### config.mk
export PLATFORM = sky130hd
export DESIGN_NAME = hazard_stall_ctrl_flat
export DESIGN_NICKNAME = d
export VERILOG_FILES = /design/src/rtl/hazard_stall_ctrl_pkg.sv /design/src/rtl/hazard_stall_ctrl_if.sv /design/src/rtl/hazard_stall_ctrl_md_latency_counter.sv /design/src/rtl/hazard_stall_ctrl.sv /design/src/flat_wrapper.sv
export SDC_FILE = /design/constraint.sdc
export NUM_CORES = 1
export LEC_CHECK = 0
export ABC_CLOCK_PERIOD_IN_PS = 1900
export BUFFER_PORTS_ARGS = -buffer_cell sky130_fd_sc_hd__buf_2
export CAP_MARGIN = 20
export CORE_MARGIN = 2
export CORE_UTILIZATION = 42
export DETAILED_ROUTE_END_ITERATION = 7
export HOLD_SLACK_MARGIN = 0.05
export PLACE_DENSITY = 0.83
export SYNTH_ARGS = -nofsm -noshare
export SYNTH_HDL_FRONTEND = slang
export SYNTH_HIERARCHICAL = 1
export SYNTH_SLANG_ARGS = --single-unit
### constraint.sdc
create_clock -name clk -period 1.9 [get_ports clk]
set_input_delay 0.38 -clock clk [delete_from_list [all_inputs] [get_ports clk]]
set_output_delay 0.38 -clock clk [all_outputs]
set_load 0.005 [all_outputs]
### src/rtl/hazard_stall_ctrl_pkg.sv
// Shared types and constants for the pipeline hazard/stall controller.
// Holds the md unit state encoding, op codes, default latencies and the register-match helper.
package hazard_stall_ctrl_pkg;

    typedef enum logic {
        IDLE = 1'b0,
        BUSY = 1'b1
    } mdState_t;

    localparam logic MD_OP_MULT = 1'b0;
    localparam logic MD_OP_DIV  = 1'b1;

    localparam int DEFAULT_MULT_LAT = 5;
    localparam int DEFAULT_DIV_LAT  = 10;
    localparam int DEFAULT_CNT_W    = 4;

    // $0 is hardwired to zero, so a write to it can never create a dependency.
    function automatic logic regMatch(input logic [4:0] dst,
                                      input logic [4:0] rs,
                                      input logic [4:0] rt);
        return (dst != 5'd0) && ((dst == rs) || (dst == rt));
    endfunction

endpackage

### src/rtl/hazard_stall_ctrl_if.sv
// Pipeline-side bundle of the hazard controller: stage fields in, stall/flush and md status out.
interface hazard_stall_ctrl_if
    import hazard_stall_ctrl_pkg::*;
#(
    parameter int CNT_W = DEFAULT_CNT_W
);

    logic [4:0]       rsD;
    logic [4:0]       rtD;
    logic             BranchD;
    logic             mdUseD;
    logic             RegWriteE;
    logic             MemtoRegE;
    logic [4:0]       WriteRegE;
    logic             RegWriteM;
    logic             MemtoRegM;
    logic [4:0]       WriteRegM;
    logic             mdStartE;
    logic             mdOpE;
    logic             stallF;
    logic             stallD;
    logic             flushE;
    logic             md_busy;
    logic             md_done;
    logic [CNT_W-1:0] md_cnt;

    modport master (
        output rsD, rtD, BranchD, mdUseD,
        output RegWriteE, MemtoRegE, WriteRegE,
        output RegWriteM, MemtoRegM, WriteRegM,
        output mdStartE, mdOpE,
        input  stallF, stallD, flushE,
        input  md_busy, md_done, md_cnt
    );

    modport slave (
        input  rsD, rtD, BranchD, mdUseD,
        input  RegWriteE, MemtoRegE, WriteRegE,
        input  RegWriteM, MemtoRegM, WriteRegM,
        input  mdStartE, mdOpE,
        output stallF, stallD, flushE,
        output md_busy, md_done, md_cnt
    );

endinterface

### src/rtl/hazard_stall_ctrl_md_latency_counter.sv
// Latency sequencer for the multi-cycle mult/div unit: counts down the busy window
// after an accepted start and pulses done in the final busy cycle.
module hazard_stall_ctrl_md_latency_counter
    import hazard_stall_ctrl_pkg::*;
#(
    parameter int MULT_LAT = DEFAULT_MULT_LAT,
    parameter int DIV_LAT  = DEFAULT_DIV_LAT,
    parameter int CNT_W    = DEFAULT_CNT_W
) (
    input  logic             clk,
    input  logic             reset,
    input  logic             mdStartE,
    input  logic             mdOpE,
    output logic             mdBusy,
    output logic             mdDone,
    output logic [CNT_W-1:0] mdCnt
);

    localparam logic [CNT_W-1:0] MULT_CNT = CNT_W'(MULT_LAT);
    localparam logic [CNT_W-1:0] DIV_CNT  = CNT_W'(DIV_LAT);
    localparam logic [CNT_W-1:0] CNT_ONE  = CNT_W'(1);
    localparam logic [CNT_W-1:0] CNT_TWO  = CNT_W'(2);

    mdState_t         state;
    logic [CNT_W-1:0] loadCnt;

    assign loadCnt = (mdOpE == MD_OP_DIV) ? DIV_CNT : MULT_CNT;
    assign mdBusy  = (state == BUSY);

    // Starts are only honoured from IDLE; done is precomputed so it is high exactly while the count reads 1.
    always_ff @(posedge clk or negedge reset) begin
        if (!reset) begin
            state  <= IDLE;
            mdCnt  <= '0;
            mdDone <= 1'b0;
        end else begin
            case (state)
                IDLE: begin
                    if (mdStartE) begin
                        state  <= BUSY;
                        mdCnt  <= loadCnt;
                        mdDone <= (loadCnt == CNT_ONE);
                    end
                end
                BUSY: begin
                    if (mdCnt == CNT_ONE) begin
                        state  <= IDLE;
                        mdCnt  <= '0;
                        mdDone <= 1'b0;
                    end else begin
                        mdCnt  <= mdCnt - CNT_ONE;
                        mdDone <= (mdCnt == CNT_TWO);
                    end
                end
                default: begin
                    state  <= IDLE;
                    mdCnt  <= '0;
                    mdDone <= 1'b0;
                end
            endcase
        end
    end

endmodule

### src/rtl/hazard_stall_ctrl.sv
// Central hazard/stall controller for the 5-stage pipeline: load-use, branch-operand
// and mult/div hazards combine into one zero-latency stall that also bubbles E.
module hazard_stall_ctrl
    import hazard_stall_ctrl_pkg::*;
#(
    parameter int MULT_LAT = DEFAULT_MULT_LAT,
    parameter int DIV_LAT  = DEFAULT_DIV_LAT,
    parameter int CNT_W    = DEFAULT_CNT_W
) (
    input logic                clk,
    input logic                reset,
    hazard_stall_ctrl_if.slave bus
);

    logic             lwStall;
    logic             brStall;
    logic             mdStall;
    logic             stall;
    logic             mdBusy;
    logic             mdDone;
    logic [CNT_W-1:0] mdCnt;
    logic             unusedRegWriteM;

    assign unusedRegWriteM = bus.RegWriteM;

    // A branch resolves in D, so it must wait for any E-stage writer and for a load still in M.
    always_comb begin
        lwStall = bus.MemtoRegE & regMatch(bus.WriteRegE, bus.rsD, bus.rtD);
        brStall = bus.BranchD &
                  ((bus.RegWriteE & regMatch(bus.WriteRegE, bus.rsD, bus.rtD)) |
                   (bus.MemtoRegM & regMatch(bus.WriteRegM, bus.rsD, bus.rtD)));
        mdStall = bus.mdUseD & (mdBusy | bus.mdStartE);
        stall   = lwStall | brStall | mdStall;
    end

    hazard_stall_ctrl_md_latency_counter #(
        .MULT_LAT (MULT_LAT),
        .DIV_LAT  (DIV_LAT),
        .CNT_W    (CNT_W)
    ) mdCounter (
        .clk      (clk),
        .reset    (reset),
        .mdStartE (bus.mdStartE),
        .mdOpE    (bus.mdOpE),
        .mdBusy   (mdBusy),
        .mdDone   (mdDone),
        .mdCnt    (mdCnt)
    );

    assign bus.stallF  = stall;
    assign bus.stallD  = stall;
    assign bus.flushE  = stall;
    assign bus.md_busy = mdBusy;
    assign bus.md_done = mdDone;
    assign bus.md_cnt  = mdCnt;

endmodule
### src/flat_wrapper.sv
// flat-port wrapper written by rule: the top's interface ports become plain ports
module hazard_stall_ctrl_flat import hazard_stall_ctrl_pkg::*;
#(
    parameter int MULT_LAT = DEFAULT_MULT_LAT,
    parameter int DIV_LAT  = DEFAULT_DIV_LAT,
    parameter int CNT_W    = DEFAULT_CNT_W
)
  (clk, reset, bus_rsD, bus_rtD, bus_BranchD, bus_mdUseD, bus_RegWriteE, bus_MemtoRegE, bus_WriteRegE, bus_RegWriteM, bus_MemtoRegM, bus_WriteRegM, bus_mdStartE, bus_mdOpE, bus_stallF, bus_stallD, bus_flushE, bus_md_busy, bus_md_done, bus_md_cnt);
  hazard_stall_ctrl_if #(.CNT_W(CNT_W)) bus_i ();
  input logic clk;
  input logic reset;
  input wire logic [$bits(bus_i.rsD)-1:0] bus_rsD;
  input wire logic [$bits(bus_i.rtD)-1:0] bus_rtD;
  input wire logic [$bits(bus_i.BranchD)-1:0] bus_BranchD;
  input wire logic [$bits(bus_i.mdUseD)-1:0] bus_mdUseD;
  input wire logic [$bits(bus_i.RegWriteE)-1:0] bus_RegWriteE;
  input wire logic [$bits(bus_i.MemtoRegE)-1:0] bus_MemtoRegE;
  input wire logic [$bits(bus_i.WriteRegE)-1:0] bus_WriteRegE;
  input wire logic [$bits(bus_i.RegWriteM)-1:0] bus_RegWriteM;
  input wire logic [$bits(bus_i.MemtoRegM)-1:0] bus_MemtoRegM;
  input wire logic [$bits(bus_i.WriteRegM)-1:0] bus_WriteRegM;
  input wire logic [$bits(bus_i.mdStartE)-1:0] bus_mdStartE;
  input wire logic [$bits(bus_i.mdOpE)-1:0] bus_mdOpE;
  output wire logic [$bits(bus_i.stallF)-1:0] bus_stallF;
  output wire logic [$bits(bus_i.stallD)-1:0] bus_stallD;
  output wire logic [$bits(bus_i.flushE)-1:0] bus_flushE;
  output wire logic [$bits(bus_i.md_busy)-1:0] bus_md_busy;
  output wire logic [$bits(bus_i.md_done)-1:0] bus_md_done;
  output wire logic [$bits(bus_i.md_cnt)-1:0] bus_md_cnt;
  assign bus_i.rsD = bus_rsD;
  assign bus_i.rtD = bus_rtD;
  assign bus_i.BranchD = bus_BranchD;
  assign bus_i.mdUseD = bus_mdUseD;
  assign bus_i.RegWriteE = bus_RegWriteE;
  assign bus_i.MemtoRegE = bus_MemtoRegE;
  assign bus_i.WriteRegE = bus_WriteRegE;
  assign bus_i.RegWriteM = bus_RegWriteM;
  assign bus_i.MemtoRegM = bus_MemtoRegM;
  assign bus_i.WriteRegM = bus_WriteRegM;
  assign bus_i.mdStartE = bus_mdStartE;
  assign bus_i.mdOpE = bus_mdOpE;
  assign bus_stallF = bus_i.stallF;
  assign bus_stallD = bus_i.stallD;
  assign bus_flushE = bus_i.flushE;
  assign bus_md_busy = bus_i.md_busy;
  assign bus_md_done = bus_i.md_done;
  assign bus_md_cnt = bus_i.md_cnt;
  hazard_stall_ctrl #(.MULT_LAT(MULT_LAT), .DIV_LAT(DIV_LAT), .CNT_W(CNT_W)) u_core (.clk(clk), .reset(reset), .bus(bus_i));
endmodule
# --- After elaboration in Yosys (flattened, before gate mapping) ---
# Index checks and enable logic that the tools add are counted.
totals:
  register_bits: 6
  output_inout_bits: 9
  ramBits: 0
  romBits: 0
  inputBits: 30
  wordCells: 38
  latchBits: 0
  memories: 0
op_classes:
  div: 0
  n_lt_le_gt_ge: 0
  eq_ne: 8
  multipliers: 0
  addsub: 1
  n_bitwise: 10
  shifts: 0
  n_mux: 10
  n_reduce_logical: 6
ops:
  columns: ["operator", "n"]
  rows:
  - ["== test 5 bit", 4]
  - ["2-to-1 mux 4 bit", 3]
  - ["nonzero test 5 bit", 2]
  - ["== test 4 x 1 -> 1 bit (second input constant)", 2]
  - ["one-hot mux 4 bit (2 select lines)", 1]
  - ["bitwise AND 1 bit", 5]
  - ["== test 4 x 2 -> 1 bit (second input constant)", 1]
  - ["2-to-1 mux 1 bit", 4]
  - ["bitwise OR 1 bit", 4]
  - ["one-hot mux 1 bit (2 select lines)", 2]
  - ["subtractor 4 x 1 -> 4 bit (second input constant)", 1]
  - ["logical AND 1 bit", 2]
  - ["logical OR 1 bit", 2]
  - ["!= test 2 bit (second input constant)", 1]
  - ["inverter 1 bit", 1]

# --- Depth between registers and ports, before layout ---
# Gate-level depths: netlist of run 1.
logic_depth:
  word_depth: 8
  mapped_depth: 6
  mapped_depth_nobuf: 5

# --- Hierarchy ---
# Netlist of run 1, hierarchy kept.
modules_own_cells:
  columns: ["module", "instances", "seq_area_each_um2", "area_per_inst_um2", "cells_each"]
  rows:
  - ["hazard_stall_ctrl_md_latency_counter", 1, 150.1, 372.9, 36]
  - ["hazard_stall_ctrl", 1, 0.0, 284.0, 40]

# --- Worst setup path before layout of run 1 ---
# No wires, ideal clock.
synth_path:
  path_kind: "input -> output"
  startpoint: "input bus_WriteRegM[1]"
  endpoint: "output bus_stallD"
  n_path_buf: 1
  required_ps: 1520
  slack_ps: 158
  arrival_time_ps: 1362
  cell_stages: 4
  cell_sequence: "or4_1 -> o2111ai_1 -> nand3_1 -> buf_4"
synth_via:
  elab_chain_len: 8
  word_cells_on_any_way: 10
  classes_between: "eq/ne (2); bitwise (5); reduce/logical (3)"
synth_lines:
  columns: ["item", "line_no", "text"]
  rows:
  - ["start, declared", "flat_wrapper.sv:21", "input wire logic [$bits(bus_i.WriteRegM)-1:0] bus_WriteRegM;"]
  - ["== test 5 bit", "hazard_stall_ctrl_pkg.sv:21", "return (dst != 5'd0) && ((dst == rs) || (dst == rt));"]
  - ["logical OR 1 bit", "hazard_stall_ctrl_pkg.sv:21", null]
  - ["logical AND 1 bit (*)", "hazard_stall_ctrl_pkg.sv:21", null]
  - ["bitwise AND 1 bit (*)", "hazard_stall_ctrl.sv:31", "(bus.MemtoRegM & regMatch(bus.WriteRegM, bus.rsD, bus.rtD)));"]
  - ["bitwise OR 1 bit (*)", "hazard_stall_ctrl.sv:30", "((bus.RegWriteE & regMatch(bus.WriteRegE, bus.rsD, bus.rtD)) |"]
  - ["bitwise AND 1 bit (*)", "hazard_stall_ctrl.sv:29", "brStall = bus.BranchD &"]
  - ["bitwise OR 1 bit (*) (2 in a row)", "hazard_stall_ctrl.sv:33", "stall = lwStall | brStall | mdStall;"]
  - ["end, declared", "flat_wrapper.sv:25", "output wire logic [$bits(bus_i.stallD)-1:0] bus_stallD;"]
# Mark *: on every way between the ends. The rest lies on a longest branch, timed or not.

# --- Worst setup path after layout of run 1 ---
layout_path:
  startpoint: "input bus_WriteRegM[2]"
  endpoint: "output bus_flushE"
layout_via:
  elab_chain_len: 8
  word_cells_on_any_way: 10
  classes_between: "eq/ne (2); bitwise (5); reduce/logical (3)"
layout_lines:
  columns: ["item", "line_no", "text"]
  rows:
  - ["== test 5 bit", "hazard_stall_ctrl_pkg.sv:21", null]
  - ["logical OR 1 bit", "hazard_stall_ctrl_pkg.sv:21", null]
  - ["logical AND 1 bit (*)", "hazard_stall_ctrl_pkg.sv:21", null]
  - ["bitwise AND 1 bit (*)", "hazard_stall_ctrl.sv:31", null]
  - ["bitwise OR 1 bit (*)", "hazard_stall_ctrl.sv:30", null]
  - ["bitwise AND 1 bit (*)", "hazard_stall_ctrl.sv:29", null]
  - ["bitwise OR 1 bit (*) (2 in a row)", "hazard_stall_ctrl.sv:33", null]
  - ["end, declared", "flat_wrapper.sv:26", "output wire logic [$bits(bus_i.flushE)-1:0] bus_flushE;"]
# Marked as above.

==> flow_metrics.py, run 1 <==
metrics = {
    "timing": {
        "min_period_ns": 1.85,
        "hold_viol_final": 0,
        "slew_violations": 0,
        "relSlewSlack": 0.758,
        "worstMarginPinSlew_ns": 0.363,
        "layout_setup_ws_ns": 0.0496,
        "finClkSkew_ns": 0.00370,
        "finalSetupViolCount": 0,
        "period_share": 0.974,
        "fmax_mhz": 540,
        "setup_tns_ns": 0,
    },
    "routing": {
        "antenna_left": 0,
        "drt_iter0_drc": 4,
        "via_per_inst": 5.44,
        "wl_per_cell_microns": 13.4,
        "num_vias": 718,
        "route.detailed.drc": 0,
        "first_pass_iters": 4,
        "wirelength_microns": 1770,
    },
    "global_routing": {
        "antenna_found_initial": 0,
        "grt_pass1_vias": 705,
        "grt_max_degree": 12,
        "grt.overflow.total": 0,
        "track_usage": 0.193,
        "grt_pass1_wl_microns": 2790,
    },
    "placement": {
        "numPortBuffers": 37,
        "pre_cts_slack_ns": 0.00440,
        "place_congestion": 0.867,
        "dp_hpwl_microns": 1420,
    },
    "clocking": {
        "clock-root-buffer": "clkbuf_4",
        "htree_levels": 1,
        "cts.sinks": 6,
        "clkTransAtPathRegs_ns": 0.05,
        "cts_tree": "done",
        "cts-buffers-inserted": 3,
        "clock_path_buffers": 2,
        "clock_latency_ns": 0.24,
    },
    "synthesis": {
        "synth_top_area_frac": 0.229,
        "syn-num-nets": 109,
        "syn-mean-instance-area_sq_um": 8.64,
        "synth.area.top_cells": "dfrtp_1, xnor2_1, ha_1",
        "synth_cell_types": 28,
        "synth_seq_area_share": 0.229,
        "yosysWarnings": 6,
        "yosysTopAreaCell": "dfrtp_1",
        "synth-seq-cells": 6,
        "synthesis.area_sq_um": 657,
        "synth_cells": 76,
    },
    "hold_path": {
        "hold_path_depth": 2,
        "hp-class": "input pin to register",
    },
    "worst_setup_path": {
        "slowest_stage": "or4_4",
        "worstSetupPathDepth": 5,
        "slowest_delay_ns": 0.55,
        "end_kind": "output pin",
        "critPathBufInv": 2,
        "critPathLaunchType": "input pin",
        "cp.required_ns": 1.52,
        "critPathArrivalTime_ns": 1.47,
        "critical-path-top-delay-family": "simple AND/OR/NAND/NOR gates",
        "reg2regPathDepth": 4,
        "path_cells": "buf_6, or4_4, o2111ai_4, nand3_2, buf_2",
        "critPathMaxFanout": 3,
        "path_class": "input pin to output pin",
    },
    "die": {
        "rows": 14,
        "die_w_microns": 43.5,
        "initial_utilization": 0.441,
        "coreArea_sq_mm": 0.00149,
        "die_area_sq_mm": 0.00190,
        "die_y_microns": 43.5,
        "ioPinCount": 39,
    },
    "finish": {
        "drive_gt1_frac": 0.457,
        "layout_common_cells": "buf_2, xnor2_1, dfrtp_1",
        "nets": 151,
        "fillerInstances": 130,
        "diodes": 0,
        "utilization": 0.622,
        "layout_commonest_cell": "buf_2",
        "area_growth_pct": 41.0,
    },
    "power": {
        "peakVddDrop_mv": 0.765,
        "leakage_nw": 0.422,
        "power_density_mw_per_mm2": 981,
    },
    "outcome": {
        "outcome": "complete, no violations",
    },
    "job": {
        "maxCapViolCount": 0,
    },
}
==> Yosys cell counts (all sizes together) <==
cell and number:
o221ai 1, xnor2 16, nor2b 2, o211ai 1, a21bo 1, ha 3
buf 3, a21oi 3, dfrtp 6, nand3 6, o31a 1, nor2 4
a211oi 1, o22ai 2, o2111ai 1, nand2 5, xor2 4, nand2b 2
or4 1, nor3 4, o21ai 5, mux2i 1, inv 3
==> routing by layer <==
layer  share of wire  global-route usage
met1            0.38               0.210
met2            0.49               0.359
met3            0.10              0.0208
met4           0.032               0.103
met5               0                   0
==> flip-flops by register name (all words and copies together) (netlist names) <==
register and cells:
u_core/mdCounter/mdDone 1, u_core/mdCounter/mdBusy 1, u_core/mdCounter/mdCnt 4
==> metrics by stage <==
step | power (W) | hold slack [ns] | instance area [sq um] | instances
final | 0.000908 | 0.416 | 926 | 132
after global placement | 0.000760 | 0.206 | 855 | 128
after floorplan | 0.000614 | 0.0844 | 657 | 76
after detailed placement | 0.000783 | 0.215 | 855 | 128
after global routing | 0.000995 | 0.422 | 926 | 132
after CTS | 0.000904 | 0.402 | 887 | 132
==> path summary, 6_finish.rpt <==
kind                                            from  slack, ns                        end
max in group asynchronous                      reset       1.26    u_core/mdCounter/mdBusy
hold reg to reg              u_core/mdCounter/mdDone       0.48    u_core/mdCounter/mdDone
min in group asynchronous                      reset       0.49  u_core/mdCounter/mdCnt[1]
hold / removal                             bus_mdOpE       0.42  u_core/mdCounter/mdCnt[2]
setup / recovery                    bus_WriteRegM[2]       0.05                 bus_flushE
setup reg to reg           u_core/mdCounter/mdCnt[1]       0.72  u_core/mdCounter/mdCnt[0]
==> kinds of logic after synthesis <==
group,count (synthesis),synth area share
xor+xnor,20,0.267
simple gates,24,0.189
mux,1,0.0152
flops,6,0.229
buf+inv,6,0.0514
fa+ha+maj,3,0.0571
compound gates,16,0.192
==> power by group <==
group	leakage, nW	internal [W]	switching [W]
Combinational	0.335	0.000264	0.000236
Clock	0.0138	0.0000712	0.0000420
Sequential	0.0727	0.000191	0.000104
==> final cells by class <==
cell class              instances  area (sq um)  area share
multi-input cells              64           505       0.546
repair buffers                 40           216       0.234
well taps                      16          20.0      0.0216
inverters                       3          11.3      0.0122
flip-flops and latches          6           150       0.162
clock buffers                   3          22.5      0.0243
==> what timing repair did <==
action	4_1_cts	5_1_grt
hold endpoints to repair	6	0
setup endpoints to repair	0	3
buffers inserted	0	0
resized for setup	0	6
hold buffers	1	0
Note: power is estimated with default switching activity, not from simulation.
==> run 2, diff against run 1 <==
--- a/config.mk
+++ b/config.mk
@@ -8,12 +8,12 @@
 export ABC_CLOCK_PERIOD_IN_PS = 1900
 export BUFFER_PORTS_ARGS = -buffer_cell sky130_fd_sc_hd__buf_2
 export CAP_MARGIN = 20
-export CORE_MARGIN = 2
-export CORE_UTILIZATION = 42
+export CORE_MARGIN = 4
+export CORE_UTILIZATION = 41
 export DETAILED_ROUTE_END_ITERATION = 7
 export HOLD_SLACK_MARGIN = 0.05
 export PLACE_DENSITY = 0.83
+export SLEW_MARGIN = 30
 export SYNTH_ARGS = -nofsm -noshare
 export SYNTH_HDL_FRONTEND = slang
-export SYNTH_HIERARCHICAL = 1
 export SYNTH_SLANG_ARGS = --single-unit
==> run 2 against run 1 <==
Critical path depth unchanged. Sequential power shrank 4%. Combinational power down 16%. Hold slack worse by 0.011 ns. Largest power group unchanged.
==> flow_metrics.py, run 2 <==
metrics = {
    "placement": {
        "place_area_sq_um": 815,
        "dp_hpwl_microns": 1500,
        "place_congestion": 0.855,
        "numPortBuffers": 37,
    },
    "synthesis": {
        "syn-mean-instance-area_sq_um": 8.08,
        "synth-adder-area-share": 0.0611,
        "synth-compound-area-share": 0.134,
        "synth.most_common_cell": "xnor2_1",
        "synth_seq_area_share": 0.244,
        "synthMuxAreaShare": 0.0163,
        "syn-num-nets": 109,
        "synthesis.area_sq_um": 614,
        "synth-seq-cells": 6,
        "synthXorXnorAreaFrac": 0.285,
        "synth-edff-count": 0,
        "synth_top_family_by_area": "XOR/XNOR gates",
        "yosysTopAreaCell": "dfrtp_1",
        "synthSimpleGateAreaFrac": 0.210,
        "netlist_top_cells_count": "xnor2_1, dfrtp_1, nand2_1, nand3_1, o21ai_0",
        "synth_cell_types": 22,
        "synth_top_area_frac": 0.244,
        "ys.flop_type": "dfrtp_1",
        "synth_cells": 76,
        "yosysWarnings": 0,
        "ys_async_sr_fraction": 1.00,
        "synth.area.top_cells": "dfrtp_1, xnor2_1, ha_1",
    },
    "worst_setup_path": {
        "slowest_stage": "or4_4",
        "path_cells": "buf_2, or4_4, o2111ai_2, nand3_2, buf_2",
        "timing.rr.end": "u_core.mdCounter.mdCnt[2]",
        "cp.required_ns": 1.52,
        "critPathLaunchType": "input pin",
        "critPathMostFrequentCell": "buf_2",
        "critPathArrivalTime_ns": 1.46,
        "critPathMaxFanout": 3,
        "startpoint": "bus_WriteRegM[0]",
        "r2r_setup_slack_ns": 0.63,
        "crit_end": "bus_stallD",
        "reg2regPathDepth": 3,
        "slowest_delay_ns": 0.51,
        "end_kind": "output pin",
        "reg2reg_from": "u_core.mdCounter.mdBusy",
        "path_class": "input pin to output pin",
    },
    "routing": {
        "wl_per_cell_microns": 15.1,
        "route.detailed.drc": 0,
        "via_per_inst": 5.50,
        "wirelength_microns": 1970,
        "first_pass_iters": 4,
        "antenna_left": 0,
        "drt_iter0_drc": 11,
        "num_vias": 720,
    },
    "global_routing": {
        "grt_max_degree": 15,
        "grt_pass1_vias": 664,
        "track_usage": 0.169,
        "grt_pass1_wl_microns": 2660,
        "grt.overflow.total": 0,
        "antenna_found_initial": 0,
    },
    "power": {
        "finalPower_w": 0.000824,
        "peakVddDrop_mv": 0.420,
        "power_density_mw_per_mm2": 942,
        "leakage_nw": 0.412,
    },
    "die": {
        "die_y_microns": 46.7,
        "rows": 13,
        "die_area_sq_mm": 0.00218,
        "initial_utilization": 0.455,
        "coreArea_sq_mm": 0.00135,
        "ioPinCount": 39,
        "die_w_microns": 46.7,
    },
    "timing": {
        "finalSetupViolCount": 0,
        "worstMarginPinSlew_ns": 0.438,
        "fmax_mhz": 542,
        "period_share": 0.971,
        "hold_viol_final": 0,
        "slew_violations": 0,
        "relSlewSlack": 0.708,
        "finClkSkew_ns": 0.00355,
        "min_period_ns": 1.84,
        "setup_tns_ns": 0,
    },
    "hold_path": {
        "hold_path_depth": 2,
        "hp-class": "input pin to register",
    },
    "finish": {
        "layout_commonest_cell": "buf_2",
        "drive_gt1_frac": 0.397,
        "largest-register": "u_core.mdCounter.mdCnt",
        "layout_common_cells": "buf_2, xnor2_1, o21ai_0, nand2_1, dfrtp_1",
        "area_growth_pct": 42.4,
        "diodes": 0,
        "fin_area_sq_um": 875,
        "largest_reg_flops": 4,
        "fillerInstances": 126,
        "nets": 151,
    },
    "clocking": {
        "post_cts_buffers": 0,
        "clock_latency_ns": 0.25,
        "clock_path_buffers": 2,
        "htree_levels": 1,
        "cts-buffers-inserted": 3,
        "cts.sinks": 6,
        "cts_tree": "done",
        "clock-root-buffer": "clkbuf_4",
        "clkTransAtPathRegs_ns": 0.04,
    },
    "job": {
        "maxCapViolCount": 0,
    },
    "outcome": {
        "outcome": "complete, no violations",
    },
}
==> run 2: cells by family (layout without fill, tap and decap cells) <==
family	Yosys count	after routing
xor+xnor	20	20
simple gates	26	26
buf+inv	6	46
mux	1	1
flops	6	6
fa+ha+maj	3	3
compound gates	14	14
==> run 2: worst min path at each step <==
stage	from	end
2_1_floorplan	reset	u_core.mdCounter.mdBusy
3_3_place_gp	reset	u_core.mdCounter.mdBusy
4_1_cts	bus_mdOpE	u_core.mdCounter.mdCnt[2]
5_1_grt	bus_mdOpE	u_core.mdCounter.mdCnt[2]
6_report	bus_mdOpE	u_core.mdCounter.mdCnt[2]
3_5_place_dp	reset	u_core.mdCounter.mdCnt[2]
==> run 2: per-layer routing <==
layer / up-vias / GRT usage / share of wire
met5: - / 0 / 0
met1: 337 / 0.197 / 0.37
met3: 6 / 0.0508 / 0.064
met4: 0 / 0.0387 / 0.020
li1: 344 / - / -
met2: 33 / 0.302 / 0.54
==> run 2: critical path, delay by kind of cell <==
family,cells,cell delay (ns)
AND/OR/NAND/NOR,2,0.61
AO/OA/AOI/OAI,1,0.22
buffers and inverters,2,0.25
==> run 2: power by group <==
part / switching [W] / leakage, nW / internal, W
logic: 0.000206 / 0.327 / 0.000213
registers: 0.0000923 / 0.0716 / 0.000190
clock network: 0.0000506 / 0.0138 / 0.0000718
==> run 2: layout make-up <==
cell class / instances / area [sq um] / share of cell area
flip-flops and latches: 6 / 150 / 0.172
inverters: 3 / 11.3 / 0.0129
repair buffers: 40 / 216 / 0.247
well taps: 15 / 18.8 / 0.0215
multi-input cells: 64 / 455 / 0.521
clock buffers: 3 / 22.5 / 0.0258
==> run 2: stage by stage <==
stage	utilization	instances	hold slack, ns	setup WS, ns
after floorplan	-	76	0.0844	0.160
after global routing	0.648	131	0.452	-0.0314
after CTS	0.627	131	0.406	0.0379
final	0.648	131	0.405	0.0560
after detailed placement	0.603	127	0.209	0.0458
after global placement	0.603	127	0.208	0.0428
==> run 2: timing repair <==
item | CTS | global route
endpoints found under the setup margin | 0 | 3
hold buffers | 1 | 0
gates resized for setup | 0 | 5
hold endpoints to repair | 6 | 0
